[config.mk]
export PLATFORM = sky130hd
export DESIGN_NAME = stupidrv_mem_arbiter
export DESIGN_NICKNAME = d
export VERILOG_FILES = /design/src/rtl/stupidrv_mem_arbiter.sv
export SDC_FILE = /design/constraint.sdc
export NUM_CORES = 1
export LEC_CHECK = 0
export BUFFER_PORTS_ARGS = -buffer_cell sky130_fd_sc_hd__buf_2
export CORE_MARGIN = 4
export CORE_UTILIZATION = 40
export DETAILED_ROUTE_END_ITERATION = 16
export GPL_ROUTABILITY_DRIVEN = 1
export HOLD_SLACK_MARGIN = 0.06
export PLACE_DENSITY_LB_ADDON = 0.05
export SYNTH_ARGS = -nofsm -noshare
export SYNTH_HDL_FRONTEND = slang
export SYNTH_SLANG_ARGS = --single-unit
[constraint.sdc]
create_clock -name clock -period 2.59 [get_ports clock]
set_input_delay 0.1295 -clock clock [delete_from_list [all_inputs] [get_ports clock]]
set_output_delay 0.1295 -clock clock [all_outputs]
set_load 0.01 [all_outputs]
[src/rtl/stupidrv_mem_arbiter.sv]
// stupidrv_mem_arbiter
//
// Lets the stupidrv instruction fetch port and data port share one single-ported
// word memory. Within a request set (the core holds its requests while stall=1),
// the data access goes first and the fetch second, so a fetch observes a store
// made in the same set. Data requests to OUT_ADDR go to a write-only output
// register. Any other out-of-range data access raises an error pulse.
//
// Ports
//   clock, reset        single clock, synchronous active-high reset
//   imem_addr/imem_data fetch byte address / registered fetch word
//   dmem_*              data request (wstrb=0 is a read) / registered read data
//   stall               core holds all requests while high
//   mem_*               memory request; handshake = mem_valid & mem_ready
//   out_valid/out_data  one-cycle pulse on an output-register write, with
//                       unstrobed bytes zeroed
//   err_valid/err_addr  one-cycle pulse on an out-of-range access
//   stall_count         saturating count of stall cycles since reset

module stupidrv_mem_arbiter #(
  parameter int unsigned MEM_ADDR_WIDTH = 14,
  parameter logic [31:0] OUT_ADDR       = 32'h0200_0000
) (
  input  logic                      clock,
  input  logic                      reset,
  input  logic [31:0]               imem_addr,
  output logic [31:0]               imem_data,
  input  logic                      dmem_valid,
  input  logic [31:0]               dmem_addr,
  input  logic [3:0]                dmem_wstrb,
  input  logic [31:0]               dmem_wdata,
  output logic [31:0]               dmem_rdata,
  output logic                      stall,
  output logic                      mem_valid,
  input  logic                      mem_ready,
  output logic [MEM_ADDR_WIDTH-1:0] mem_addr,
  output logic [3:0]                mem_wstrb,
  output logic [31:0]               mem_wdata,
  input  logic [31:0]               mem_rdata,
  output logic                      out_valid,
  output logic [31:0]               out_data,
  output logic                      err_valid,
  output logic [31:0]               err_addr,
  output logic [31:0]               stall_count
);

  localparam int unsigned WordShift = MEM_ADDR_WIDTH + 2;

  // StFirst: start of a request set. StFetch: the data access is done and
  // only the fetch remains.
  typedef enum logic [0:0] {StFirst, StFetch} state_e;

  state_e      state_q, state_d;
  logic [31:0] imem_data_q, imem_data_d;
  logic [31:0] dmem_rdata_q, dmem_rdata_d;
  logic        out_valid_q, out_valid_d;
  logic [31:0] out_data_q, out_data_d;
  logic        err_valid_q, err_valid_d;
  logic [31:0] err_addr_q, err_addr_d;
  logic [31:0] stall_count_q, stall_count_d;

  logic                      i_ok, d_mem, d_out, d_bad;
  logic                      fetch_phase, fetch_done;
  logic [MEM_ADDR_WIDTH-1:0] i_word, d_word;
  logic [31:0]               out_merge;

  function automatic logic in_range(input logic [31:0] addr);
    return (addr >> WordShift) == 32'd0;
  endfunction

  // Request decode
  always_comb begin
    i_ok      = in_range(imem_addr);
    d_mem     = dmem_valid && in_range(dmem_addr);
    d_out     = dmem_valid && !d_mem && (dmem_addr == OUT_ADDR);
    d_bad     = dmem_valid && !d_mem && !d_out;
    i_word    = imem_addr[MEM_ADDR_WIDTH+1:2];
    d_word    = dmem_addr[MEM_ADDR_WIDTH+1:2];
    out_merge = '0;
    for (int b = 0; b < 4; b++) begin
      out_merge[8*b +: 8] = dmem_wstrb[b] ? dmem_wdata[8*b +: 8] : 8'h00;
    end
  end

  // Sequencing, memory request and next-state
  always_comb begin
    state_d      = state_q;
    imem_data_d  = imem_data_q;
    dmem_rdata_d = dmem_rdata_q;
    out_valid_d  = 1'b0;
    out_data_d   = out_data_q;
    err_valid_d  = 1'b0;
    err_addr_d   = err_addr_q;
    mem_valid    = 1'b0;
    mem_addr     = i_word;
    mem_wstrb    = 4'h0;
    mem_wdata    = 32'h0;
    stall        = 1'b1;
    fetch_phase  = 1'b0;
    fetch_done   = 1'b0;

    if (!reset) begin
      case (state_q)
        StFirst: begin
          if (d_mem) begin
            // Data access first; the fetch follows in StFetch, so a store is
            // issued exactly once and never repeated while the fetch waits.
            mem_valid = 1'b1;
            mem_addr  = d_word;
            mem_wstrb = dmem_wstrb;
            mem_wdata = dmem_wdata;
            if (mem_ready) begin
              dmem_rdata_d = mem_rdata;
              state_d      = StFetch;
            end
          end else begin
            fetch_phase = 1'b1;
          end
        end
        StFetch: fetch_phase = 1'b1;
        default: state_d = StFirst;
      endcase

      if (fetch_phase) begin
        if (i_ok) begin
          mem_valid = 1'b1;
          mem_addr  = i_word;
          // Release the core in the handshake cycle itself.
          stall     = !mem_ready;
          if (mem_ready) begin
            imem_data_d = mem_rdata;
            fetch_done  = 1'b1;
          end
        end else begin
          stall       = 1'b0;
          imem_data_d = 32'h0;
          fetch_done  = 1'b1;
        end
      end

      if (fetch_done) begin
        state_d = StFirst;
        if (!i_ok) begin
          err_valid_d = 1'b1;
          err_addr_d  = imem_addr;
        end
        // Non-memory data side effects happen only when the set completes so
        // that a fetch wait cannot repeat them.
        if (state_q == StFirst) begin
          if (d_out) begin
            dmem_rdata_d = 32'h0;
            if (dmem_wstrb != 4'h0) begin
              out_valid_d = 1'b1;
              out_data_d  = out_merge;
            end
          end
          if (d_bad) begin
            // A data error wins over a fetch error in the same set.
            dmem_rdata_d = 32'h0;
            err_valid_d  = 1'b1;
            err_addr_d   = dmem_addr;
          end
        end
      end
    end

    stall_count_d = (stall && (stall_count_q != 32'hFFFF_FFFF)) ?
                    stall_count_q + 32'd1 : stall_count_q;
  end

  always_ff @(posedge clock) begin
    if (reset) begin
      state_q       <= StFirst;
      imem_data_q   <= 32'h0;
      dmem_rdata_q  <= 32'h0;
      out_valid_q   <= 1'b0;
      out_data_q    <= 32'h0;
      err_valid_q   <= 1'b0;
      err_addr_q    <= 32'h0;
      stall_count_q <= 32'h0;
    end else begin
      state_q       <= state_d;
      imem_data_q   <= imem_data_d;
      dmem_rdata_q  <= dmem_rdata_d;
      out_valid_q   <= out_valid_d;
      out_data_q    <= out_data_d;
      err_valid_q   <= err_valid_d;
      err_addr_q    <= err_addr_d;
      stall_count_q <= stall_count_d;
    end
  end

  assign imem_data   = imem_data_q;
  assign dmem_rdata  = dmem_rdata_q;
  assign out_valid   = out_valid_q;
  assign out_data    = out_data_q;
  assign err_valid   = err_valid_q;
  assign err_addr    = err_addr_q;
  assign stall_count = stall_count_q;

endmodule
==> flow_summary.yaml <==
setup_path:
  worst_path_largest_cell_delay_ns: 0.57
  setup.worst_path.class: "input port to register"
  worst_reg2reg_setup_slack_ns: 0.30
  critical_path.cell_chain: "dlygate4sd3_1 -> buf_2 -> nor4_4 -> and4_4 -> a21boi_4 -> buf_4 -> nand4_1 -> dlygate4sd3_1 -> a21oi_1"
  cp_slowest_cell: "dlygate4sd3_1"
  crit_fanout: 20
  cp-end-kind: "register"
  worst-endpoint-arrival_ns: 2.79
  worst_path_most_repeated_cell: "dlygate4sd3_1"
  worst_ep_required_time_ns: 2.88
  worst_setup_path_start_kind: "input port"
  critical-path-top-delay-family: "buffers and inverters"
  crit_buf_inv: 4
global_route:
  globalRouteTotalUtil: 0.260
  first_global_vias: 8423
  antenna_found_initial: 0
  overflow: 0
  grt_pass1_wl_um: 46100
  grt_start_max_net_pins: 50
floorplanning:
  fp.dieH_um: 148
  chipWidth_um: 148
  core_area_um2: 19000
  io_pins: 350
  total_die_area_um2: 21800
  initial_core_util: 0.412
  row_count: 50
clock_tree:
  clkSinkCount: 163
  worst_setup_hold_path_clk_slew_ns: 0.08
  clk_lat_worst_skew_ns: 0.43
  cts.path.max_buffers: 2
  tritoncts: "yes"
  root_buffer: "clkbuf_16"
  count_of_h_tree_levels_built_during_cts: 4
  cts_made_buffers: 17
placed_design:
  globalplace.congestion: 0.836
  port_buffers: 349
  placed_area_um2: 9810
  post-place-ws_ns: 0.216
  place.detailed.instances: 1434
  post-dp-hpwl_um: 19700
sta:
  final_max_slew_viols: 0
  max_slew.worst_pin.slew_ns: 0.656
  final_hold_violation_count: 0
  min_period_over_period: 0.963
  max_slew_margin: 0.563
  clock_skew_ns: 0.0106
  maxClockFrequency_ghz: 0.401
  final.setup.tns_ns: 0
  final-setup-viol-count: 0
  final_critical_path_setup_slack_ns: 0.0946
  final.min_clock_period_ns: 2.50
  finalHoldWorstSlack_ns: 0.0909
finish:
  finish.instance_area_um2: 12000
  fraction_of_final_layout_cells_with_drive_strength_greater_than_1: 0.369
  stdcell_count: 1620
  multi_input_comb_area_um2: 4070
  areaGrowthSynthToFinish_pct: 53.3
  final-seq-area_um2: 3260
  nNetsFinal: 1483
  fillerInstances: 1598
synthesis:
  yosys.cell_types.count: 57
  cell_area_after_synthesis_um2: 7800
  synth_common_cells: "dfxtp_1, nand2_1, a21oi_1"
  synth_top_area_cell: "dfxtp_1"
  yosys_register_bits: 163
  synth_most_common_cell: "dfxtp_1"
  synth.net_count: 1009
  asyncSetResetFlopFracSynth: 0
  count_of_flip_flops_with_a_built_in_enable_after_synthesis: 0
  ranking_of_synthesized_cells_by_area: "dfxtp_1, nand4_1, a21oi_1"
  ys_dominant_reg_cell: "dfxtp_1"
  netlist.area_leader.share: 0.418
  synthesis.yosys.warnings: 0
  syn-instance-count: 872
  post_synth.cell_area_avg_um2: 8.95
  synth_seq_area_share: 0.418
detailed_routing:
  drt-initial-drc-count: 559
  dr_vias: 8790
  route.detailed.vias_per_inst: 5.43
  route.final.wire_length_um: 29900
  drc: 0
  wire_per_inst_um: 18.5
  postRouteAntennaNets: 0
  dr.pass1.iters: 7
power_and_ir_drop:
  vdd_ir_drop_max_v: 0.000440
  power.density_cell_area_nw_per_um2: 485
  p_leak_nw: 5.12
worst_hold_path:
  hold_class: "input port to register"
job:
  drv_cap: 0
outcome:
  run_status: "finished, final reports clean"
## logic make-up after synthesis
| family | Yosys count | share of synthesized area |
|---|---|---|
| simple gates | 330 | 0.243 |
| compound gates | 236 | 0.229 |
| flops | 163 | 0.418 |
| buf+inv | 117 | 0.0728 |
| mux | 25 | 0.0359 |
| fa+ha+maj | 1 | 0.00160 |
## metrics by stage
step	utilization	total power, mW
after floorplan	-	2.86
after global placement	0.517	3.12
after detailed placement	0.517	3.12
after CTS	0.627	5.84
after global routing	0.631	6.01
final	0.631	5.80
## where the power goes
| part | leakage (nW) | internal (mW) | switching (mW) | total, mW |
|---|---|---|---|---|
| clock | 0.290 | 1.32 | 1.24 | 2.56 |
| combinational | 3.51 | 0.323 | 0.354 | 0.677 |
| sequential | 1.32 | 2.54 | 0.0236 | 2.57 |
| total | 5.12 | 4.18 | 1.62 | 5.80 |
## worst paths after layout
| path | start | cells past startpoint | to |
|---|---|---|---|
| worst max-delay path | imem_addr[27] | 9 | out_data[2]$_SDFFE_PP0P_ |
| worst min-delay path | dmem_wstrb[0] | 3 | out_data[5]$_SDFFE_PP0P_ |
| worst max register to register | state_q$_SDFF_PP0_ | 7 | out_data[19]$_SDFFE_PP0P_ |
| worst min register to register | dmem_rdata[14]$_SDFF_PP0_ | 2 | dmem_rdata[14]$_SDFF_PP0_ |
## placed cells by master (no fill, tap or decap), types with 5 or more instances in the layout
| cell | Yosys | final |
|---|---|---|
| nand2_1 | 101 | 101 |
| o31ai_1 | 14 | 14 |
| and4_1 | 7 | 7 |
| o211ai_2 | 16 | 16 |
| inv_1 | 37 | 37 |
| o221ai_2 | 14 | 14 |
| mux2_2 | 23 | 23 |
| nor4_4 | 5 | 5 |
| a21oi_1 | 86 | 86 |
| nand4_1 | 77 | 77 |
| a22o_1 | 32 | 32 |
| buf_4 | 1 | 34 |
| inv_8 | 0 | 6 |
| dfxtp_1 | 163 | 163 |
| nor2b_1 | 12 | 12 |
| o21ai_0 | 36 | 35 |
| nor2_1 | 18 | 17 |
| dlygate4sd3_1 | 0 | 145 |
| buf_12 | 0 | 5 |
| o2111ai_1 | 17 | 17 |
| and2_1 | 39 | 39 |
| clkbuf_16 | 0 | 17 |
| nor4_1 | 16 | 14 |
| nor3_1 | 8 | 6 |
| buf_2 | 13 | 349 |
| or4_1 | 16 | 16 |
| nand3_1 | 12 | 12 |
## final cells by class
type	count	share of cell area
clock inverter	15	0.0152
tap	260	0.0272
antenna	1	0.000209
clock buffer	17	0.0355
inverter	37	0.0116
timing repair buffer	534	0.298
multi-input combinational	593	0.340
sequential	163	0.273
## routing by layer
layer  track usage  wire length, um
met1         0.319            12200
met2         0.420            13900
met3        0.0705             2370
met4         0.130             1430
met5             0                0
## sequential cells by signal, summed over array words and instances, names as in the netlist
register	cells
err_valid	1
dmem_rdata	32
err_addr	32
state_q	1
imem_data	32
out_data	32
stall_count	32
out_valid	1
## what timing repair did
item	4_1_cts	5_1_grt
endpoints found under the hold margin	128	0
hold buffers	145	0
buffers inserted	0	7
pin swaps	1	2
setup endpoints to repair	1	34
resized for setup	1	5
gates cloned	1	0
## tightest hold or removal path, stage by stage
cell,delay (ns)
buf_2,0.17
nand4_1,0.10
a21oi_1,0.07
Note: power is estimated with default switching activity, not from simulation.
